==> config.mk <==
export PLATFORM = sky130hd
export DESIGN_NAME = mic_sample_sequencer
export DESIGN_NICKNAME = d
export VERILOG_FILES = /design/src/rtl/mic_apb_pkg.sv /design/src/rtl/sample_fifo.sv /design/src/rtl/mic_sample_sequencer.sv
export SDC_FILE = /design/constraint.sdc
export NUM_CORES = 1
export LEC_CHECK = 0
export CAP_MARGIN = 40
export CORE_ASPECT_RATIO = 0.5
export CORE_MARGIN = 3
export CORE_UTILIZATION = 55
export DETAILED_ROUTE_END_ITERATION = 12
export PLACE_DENSITY = 0.86
export SYNTH_ARGS = -nofsm -noshare
export SYNTH_HDL_FRONTEND = slang
export SYNTH_SLANG_ARGS = --single-unit
==> constraint.sdc <==
create_clock -name sysclk -period 6.75 [get_ports sysclk]
set_input_delay 1.35 -clock sysclk [delete_from_list [all_inputs] [get_ports sysclk]]
set_output_delay 1.35 -clock sysclk [all_outputs]
set_load 0.01 [all_outputs]
==> src/rtl/mic_apb_pkg.sv <==
// rtl/mic_apb_pkg.sv - shared types and APB widths for the microphone sample sequencer
package mic_apb_pkg;
  typedef enum logic [1:0] {
    IDLE   = 2'd0,
    SETUP  = 2'd1,
    ACCESS = 2'd2
  } seq_state_t;

  localparam int ADDR_W   = 12;
  localparam int PRDATA_W = 16;
  localparam int PWDATA_W = 32;
  localparam int SAMPLE_W = 12;

  localparam logic [ADDR_W-1:0] DEFAULT_SAMPLE_ADDR = 12'h000;
endpackage

==> src/rtl/sample_fifo.sv <==
// rtl/sample_fifo.sv - small power-of-two sample FIFO; push on full only succeeds with a same-cycle pop
module sample_fifo #(
  parameter int WIDTH = 12,
  parameter int DEPTH = 4
) (
  input  logic             i_clk,
  input  logic             i_reset,
  input  logic             i_push,
  input  logic             i_pop,
  input  logic [WIDTH-1:0] i_data,
  output logic [WIDTH-1:0] o_data,
  output logic             o_full,
  output logic             o_empty
);
  localparam int AW = $clog2(DEPTH);

  logic [AW:0]      r_wr_ptr;
  logic [AW:0]      r_rd_ptr;
  logic [WIDTH-1:0] r_mem [DEPTH];
  logic             w_do_push;
  logic             w_do_pop;

  // Extra pointer bit distinguishes full from empty when the indices match.
  assign o_empty   = (r_wr_ptr == r_rd_ptr);
  assign o_full    = (r_wr_ptr[AW] != r_rd_ptr[AW]) && (r_wr_ptr[AW-1:0] == r_rd_ptr[AW-1:0]);
  assign w_do_pop  = i_pop & ~o_empty;
  assign w_do_push = i_push & (~o_full | w_do_pop);
  assign o_data    = r_mem[r_rd_ptr[AW-1:0]];

  always_ff @(posedge i_clk) begin
    if (i_reset) begin
      r_wr_ptr <= '0;
      r_rd_ptr <= '0;
    end else begin
      if (w_do_push) r_wr_ptr <= r_wr_ptr + 1'b1;
      if (w_do_pop)  r_rd_ptr <= r_rd_ptr + 1'b1;
    end
  end

  always_ff @(posedge i_clk) begin
    if (w_do_push) r_mem[r_wr_ptr[AW-1:0]] <= i_data;
  end
endmodule

==> src/rtl/mic_sample_sequencer.sv <==
// rtl/mic_sample_sequencer.sv - APB read master merging periodic and quick-sample requests into a sample FIFO
module mic_sample_sequencer
  import mic_apb_pkg::*;
#(
  parameter logic [ADDR_W-1:0] SAMPLE_ADDR = DEFAULT_SAMPLE_ADDR,
  parameter int FIFO_DEPTH = 4,
  parameter int TIMEOUT    = 64
) (
  input  logic                sysclk,
  input  logic                reset,
  input  logic                enable,
  input  logic [15:0]         period,
  input  logic                quick_sample,
  input  logic                clr_status,
  output logic                PSEL,
  output logic                PENABLE,
  output logic [ADDR_W-1:0]   PADDR,
  output logic                PWRITE,
  output logic [PWDATA_W-1:0] PWDATA,
  input  logic [PRDATA_W-1:0] PRDATA,
  input  logic                PREADY,
  input  logic                PSLVERR,
  output logic [SAMPLE_W-1:0] sample_data,
  output logic                sample_valid,
  input  logic                sample_ready,
  output logic                overflow,
  output logic                req_overrun,
  output logic [7:0]          err_count,
  output logic [7:0]          timeout_count
);
  localparam int WAIT_W = $clog2(TIMEOUT);

  seq_state_t        r_state;
  logic              r_psel;
  logic              r_penable;
  logic [WAIT_W-1:0] r_wait;
  logic              r_qs_h;
  logic              r_pending;
  logic [15:0]       r_tmr;
  logic              r_overflow;
  logic              r_req_overrun;
  logic [7:0]        r_err_count;
  logic [7:0]        r_timeout_count;

  logic w_qs_edge, w_timer_on, w_tick, w_event, w_start;
  logic w_complete, w_timeout, w_push, w_pop, w_drop;
  logic w_full, w_empty;
  logic w_unused;

  assign w_qs_edge  = quick_sample & ~r_qs_h;
  assign w_timer_on = enable && (period != 16'd0);
  assign w_tick     = w_timer_on && (r_tmr == period - 16'd1);
  assign w_event    = w_tick | w_qs_edge;
  assign w_start    = (r_state == IDLE) && (r_pending || w_event);
  assign w_complete = (r_state == ACCESS) && PREADY;
  assign w_timeout  = (r_state == ACCESS) && !PREADY && (r_wait == WAIT_W'(TIMEOUT - 1));
  assign w_push     = w_complete && !PSLVERR;
  assign w_pop      = ~w_empty & sample_ready;
  assign w_drop     = w_push && w_full && !w_pop;
  assign w_unused   = ^PRDATA[PRDATA_W-1:SAMPLE_W];

  assign PSEL          = r_psel;
  assign PENABLE       = r_penable;
  assign PADDR         = SAMPLE_ADDR;
  assign PWRITE        = 1'b0;
  assign PWDATA        = '0;
  assign sample_valid  = ~w_empty;
  assign overflow      = r_overflow;
  assign req_overrun   = r_req_overrun;
  assign err_count     = r_err_count;
  assign timeout_count = r_timeout_count;

  // A shortened period that leaves tmr beyond the new compare wraps silently.
  always_ff @(posedge sysclk) begin
    if (reset || !w_timer_on || r_tmr >= period || w_tick) r_tmr <= '0;
    else                                                   r_tmr <= r_tmr + 16'd1;
  end

  always_ff @(posedge sysclk) begin
    if (reset) begin
      r_qs_h    <= 1'b0;
      r_pending <= 1'b0;
    end else begin
      r_qs_h <= quick_sample;
      if (w_start)      r_pending <= 1'b0;
      else if (w_event) r_pending <= 1'b1;
    end
  end

  always_ff @(posedge sysclk) begin
    if (reset) begin
      r_state   <= IDLE;
      r_psel    <= 1'b0;
      r_penable <= 1'b0;
      r_wait    <= '0;
    end else begin
      case (r_state)
        IDLE: if (w_start) begin
          r_state <= SETUP;
          r_psel  <= 1'b1;
        end
        SETUP: begin
          r_state   <= ACCESS;
          r_penable <= 1'b1;
          r_wait    <= '0;
        end
        ACCESS: if (w_complete || w_timeout) begin
          r_state   <= IDLE;
          r_psel    <= 1'b0;
          r_penable <= 1'b0;
        end else begin
          r_wait <= r_wait + 1'b1;
        end
        default: begin
          r_state   <= IDLE;
          r_psel    <= 1'b0;
          r_penable <= 1'b0;
        end
      endcase
    end
  end

  always_ff @(posedge sysclk) begin
    if (reset || clr_status) begin
      r_overflow      <= 1'b0;
      r_req_overrun   <= 1'b0;
      r_err_count     <= '0;
      r_timeout_count <= '0;
    end else begin
      if (w_event && (r_pending || r_state != IDLE)) r_req_overrun <= 1'b1;
      if (w_drop) r_overflow <= 1'b1;
      if (w_complete && PSLVERR && r_err_count != 8'hFF) r_err_count <= r_err_count + 8'd1;
      if (w_timeout && r_timeout_count != 8'hFF) r_timeout_count <= r_timeout_count + 8'd1;
    end
  end

  sample_fifo #(
    .WIDTH(SAMPLE_W),
    .DEPTH(FIFO_DEPTH)
  ) u_fifo (
    .i_clk  (sysclk),
    .i_reset(reset),
    .i_push (w_push),
    .i_pop  (w_pop),
    .i_data (PRDATA[SAMPLE_W-1:0]),
    .o_data (sample_data),
    .o_full (w_full),
    .o_empty(w_empty)
  );
endmodule

==> results.cfg <==
[setup_path]
path_common_cell = mux2i_1
cp-start-kind = input pin
cp-end-kind = flop
cpPeakStageDelay_ns = 0.62
crit_required_ns = 6.99
cp_cell_sequence = clkdlybuf4s50_1 > inv_1 > ha_1 > or4b_2 > nor4_1 > mux2i_1 > mux2i_1 > or4_4 > a2111oi_4
r2r_cells = 5
criticalPathCategory = input pin to flop
crit_buf_inv = 2
r2r_slack_ns = 4.21
arrival_ns = 4.76
timing.rr.end = timeout_count[5]
crit_slowest_cell = or4b_2
crit_family = simple AND/OR/NAND/NOR gates
reg2reg_from = r_state[1]
crit_fanout = 8

[timing]
layout_setup_ws_ns = 2.22
fin_worst_skew_ns = 0.00741
worst_slew_pin_slew_ns = 0.750
finalCritPeriodShare_pct = 67.1
hold_viol = 0
fin_crit_ns = 4.53
tns_ns = 0
timing.hold.ws_ns = 0.459
max-slew-margin-rel_pct = 49.6
rsz0062_at_grt = no
drv_slew = 0
maxClockFrequency_mhz = 221
finalSetupViolations = 0

[power]
power_switching_w = 0.000307
p_leak_nw = 2.37
sw_frac_of_total_pct = 24.3
pwr_density_cell_nw_per_um2 = 198
power_frac_clock_pct = 39.6
p_comb_share_pct = 8.5
intPower_w = 0.000959
ir_drop_mv = 0.121
p_seq_share_pct = 51.9

[floorplanning]
rows = 25
core_um2 = 9570
die_w_um = 147
die-area_um2 = 11300
ios = 118
die_y_um = 76.6
start_util_pct = 57.3

[drt]
vias_per_cell = 5.35
routedWlPerCell_um = 14.5
met1_length_mm = 4.37
num_vias = 3871
post-route-drc-count = 0
antenna_left = 0
drtIter0Drc = 276
routed_wirelength_mm = 10.5
maxUsedRoutingLayer = met4
wl_met3_um = 712
met2WireLength_mm = 5.25
firstDrtPassIters = 5

[global_routing]
grt_pass1_wl_mm = 17.1
grt_pass1_vias = 3629
antenna_found_initial = 0
grt_max_degree = 20
gr-total-overflow = 0
grt_use_total_pct = 18.8

[clock_network]
hold_buffers = 0
cts.clk_slew.worst_paths_ns = 0.07
cts_buffer_depth = 2
clockRootBuffer = clkbuf_16
ctsResizeCount = 0
cts_sinks = 102
post-cts-setup-buffer-count = 0
htreeDepth = 3
clock_latency_ns = 0.34
cts_tree = built
cts_buffers = 9

[placed_design]
numPortBuffers = 68
dp_slack_ns = 1.94
post-dp-hpwl_mm = 7.75
place_inst = 708
gp_congestion = 0.809

[finish]
syn2layout_area_growth_pct = 16.6
diodes = 0
fin_cells = 724
fin_util_pct = 66.7
nNetsFinal = 650
final_layout_size_suffix_gt1_share_pct = 6.45

[outcome]
status = finished clean

[min_path]
hp-class = flop to flop
holdPathStages = 2
min_from = PENABLE
min_to = PENABLE

[logic_synthesis]
synth.area.top_cells = edfxtp_1 26%, dfxtp_1 20%, buf_4 6.3%
postSynthAreaPerCell_um2 = 10.6
syn_area_um2 = 5480
synthArstFlopShare_pct = 0
synth_area_leader_cell = edfxtp_1
synth-seq-cells = 102
synth_ff_type = dfxtp_1
syn_inst = 519
synth.top_cell.area_share_pct = 26.3
synthDistinctLibCells = 54
ys_warn_count = 0
yosysSeqAreaShare_pct = 46.0
synth-edff-count = 48

[flow_run]
drv_cap = 0
-- power groups by stage --
stage,Clock (W),Sequential (W),Combinational [W]
after floorplan,0,0.000670,0.0000807
after global placement,0,0.000672,0.000104
after detailed placement,0,0.000672,0.000106
after CTS,0.000513,0.000657,0.000107
after global routing,0.000542,0.000659,0.000117
final,0.000501,0.000657,0.000108
-- cell usage in the layout, fill, tap and decap left out, types with 6 or more instances in the layout --
cell type,Yosys,final
a21oi_1,9,9
and2_1,7,7
and3_1,6,6
clkbuf_16,0,9
clkdlybuf4s50_1,0,68
conb_1,1,45
dfxtp_1,54,54
edfxtp_1,48,48
ha_1,26,26
inv_1,29,29
mux2i_1,6,6
mux4_2,12,12
nand2_1,19,19
nand3_1,27,27
nand4_1,12,12
nor2_1,64,64
nor2b_1,6,6
nor3_1,9,9
o21ai_0,9,9
or4_1,7,7
xnor2_1,30,30
xor2_1,27,27
-- worst max-delay path by stage --
stage / from / end / slack, ns / cells after the start
finish: period[1] / r_state[0] / 2.22 / 9
global route: period[0] / r_state[0] / 2.06 / 9
CTS: period[0] / r_state[0] / 2.26 / 9
detailed placement: period[0] / r_state[0] / 1.94 / 9
global placement: period[0] / r_state[0] / 2.00 / 9
floorplan: period[1] / r_tmr[14] / 2.61 / 11
-- worst min-delay path, cell delays in order (launching register included) --
cell and delay [ns]:
dfxtp_1 0.31, nand2_1 0.05, a21oi_1 0.05
-- per-stage QoR --
step                power [W]  area, um2
CTS                   0.00128       6390
detailed placement   0.000778       6100
floorplan            0.000751       5650
global route          0.00132       6390
global placement     0.000775       6100
finish                0.00127       6390
-- cell families after synthesis --
| family | Yosys count | synth area share [%] |
|---|---|---|
| and+or+nand+nor | 181 | 16.8 |
| DFF | 102 | 46.0 |
| other | 1 | 0.0684 |
| xor gates and xnor gates | 58 | 9.52 |
| adders and majority gates | 26 | 5.94 |
| muxes | 18 | 6.03 |
| AOI/OAI and AO/OA | 45 | 6.30 |
| buffers and inverters | 88 | 9.34 |
-- per-layer routing --
metal / up-vias / global-route usage [%]
met1: 1841 / 22.3
met3: 20 / 4.87
li1: 1874 / -
met4: 0 / 4.83
met2: 136 / 34.0
met5: - / 0
-- state kept, by name, summed over array words and instances, names as in the netlist, named ones only --
signal,count
u_fifo.r_rd_ptr,3
r_pending,1
PSEL,1
req_overrun,1
err_count,8
overflow,1
r_wait,6
u_fifo.r_wr_ptr,3
u_fifo.r_mem,48
r_state,2
r_qs_h,1
r_tmr,16
timeout_count,8
PENABLE,1
-- cells in the mapped netlist (all sizes together) (2+ instances only) --
master and instances:
nor2 64, dfxtp 54, buf 50, edfxtp 48
xnor2 30, inv 29, nand3 27, xor2 27
ha 26, nand2 19, mux4 12, nand4 12
a21oi 9, clkbuf 9, nor3 9, o21ai 9
or4 8, and2 7, and3 6, mux2i 6
nor2b 6, nor3b 5, nand2b 4, o211ai 4
a2111oi 3, a211o 3, a21o 3, nor4 3
or2 3, a211oi 2, a31oi 2, nand3b 2
nand4b 2, o311a 2, or3 2
-- cell type report --
class                      count  area [um2]
tap                          135         169
timing repair buffer          69         688
multi-input combinational    373        2610
clock buffer                   9         225
inverter                      29         109
fill                         728        3180
sequential                   102        2520
clock inverter                 7        63.8
Note: power is estimated with default switching activity, not from simulation.
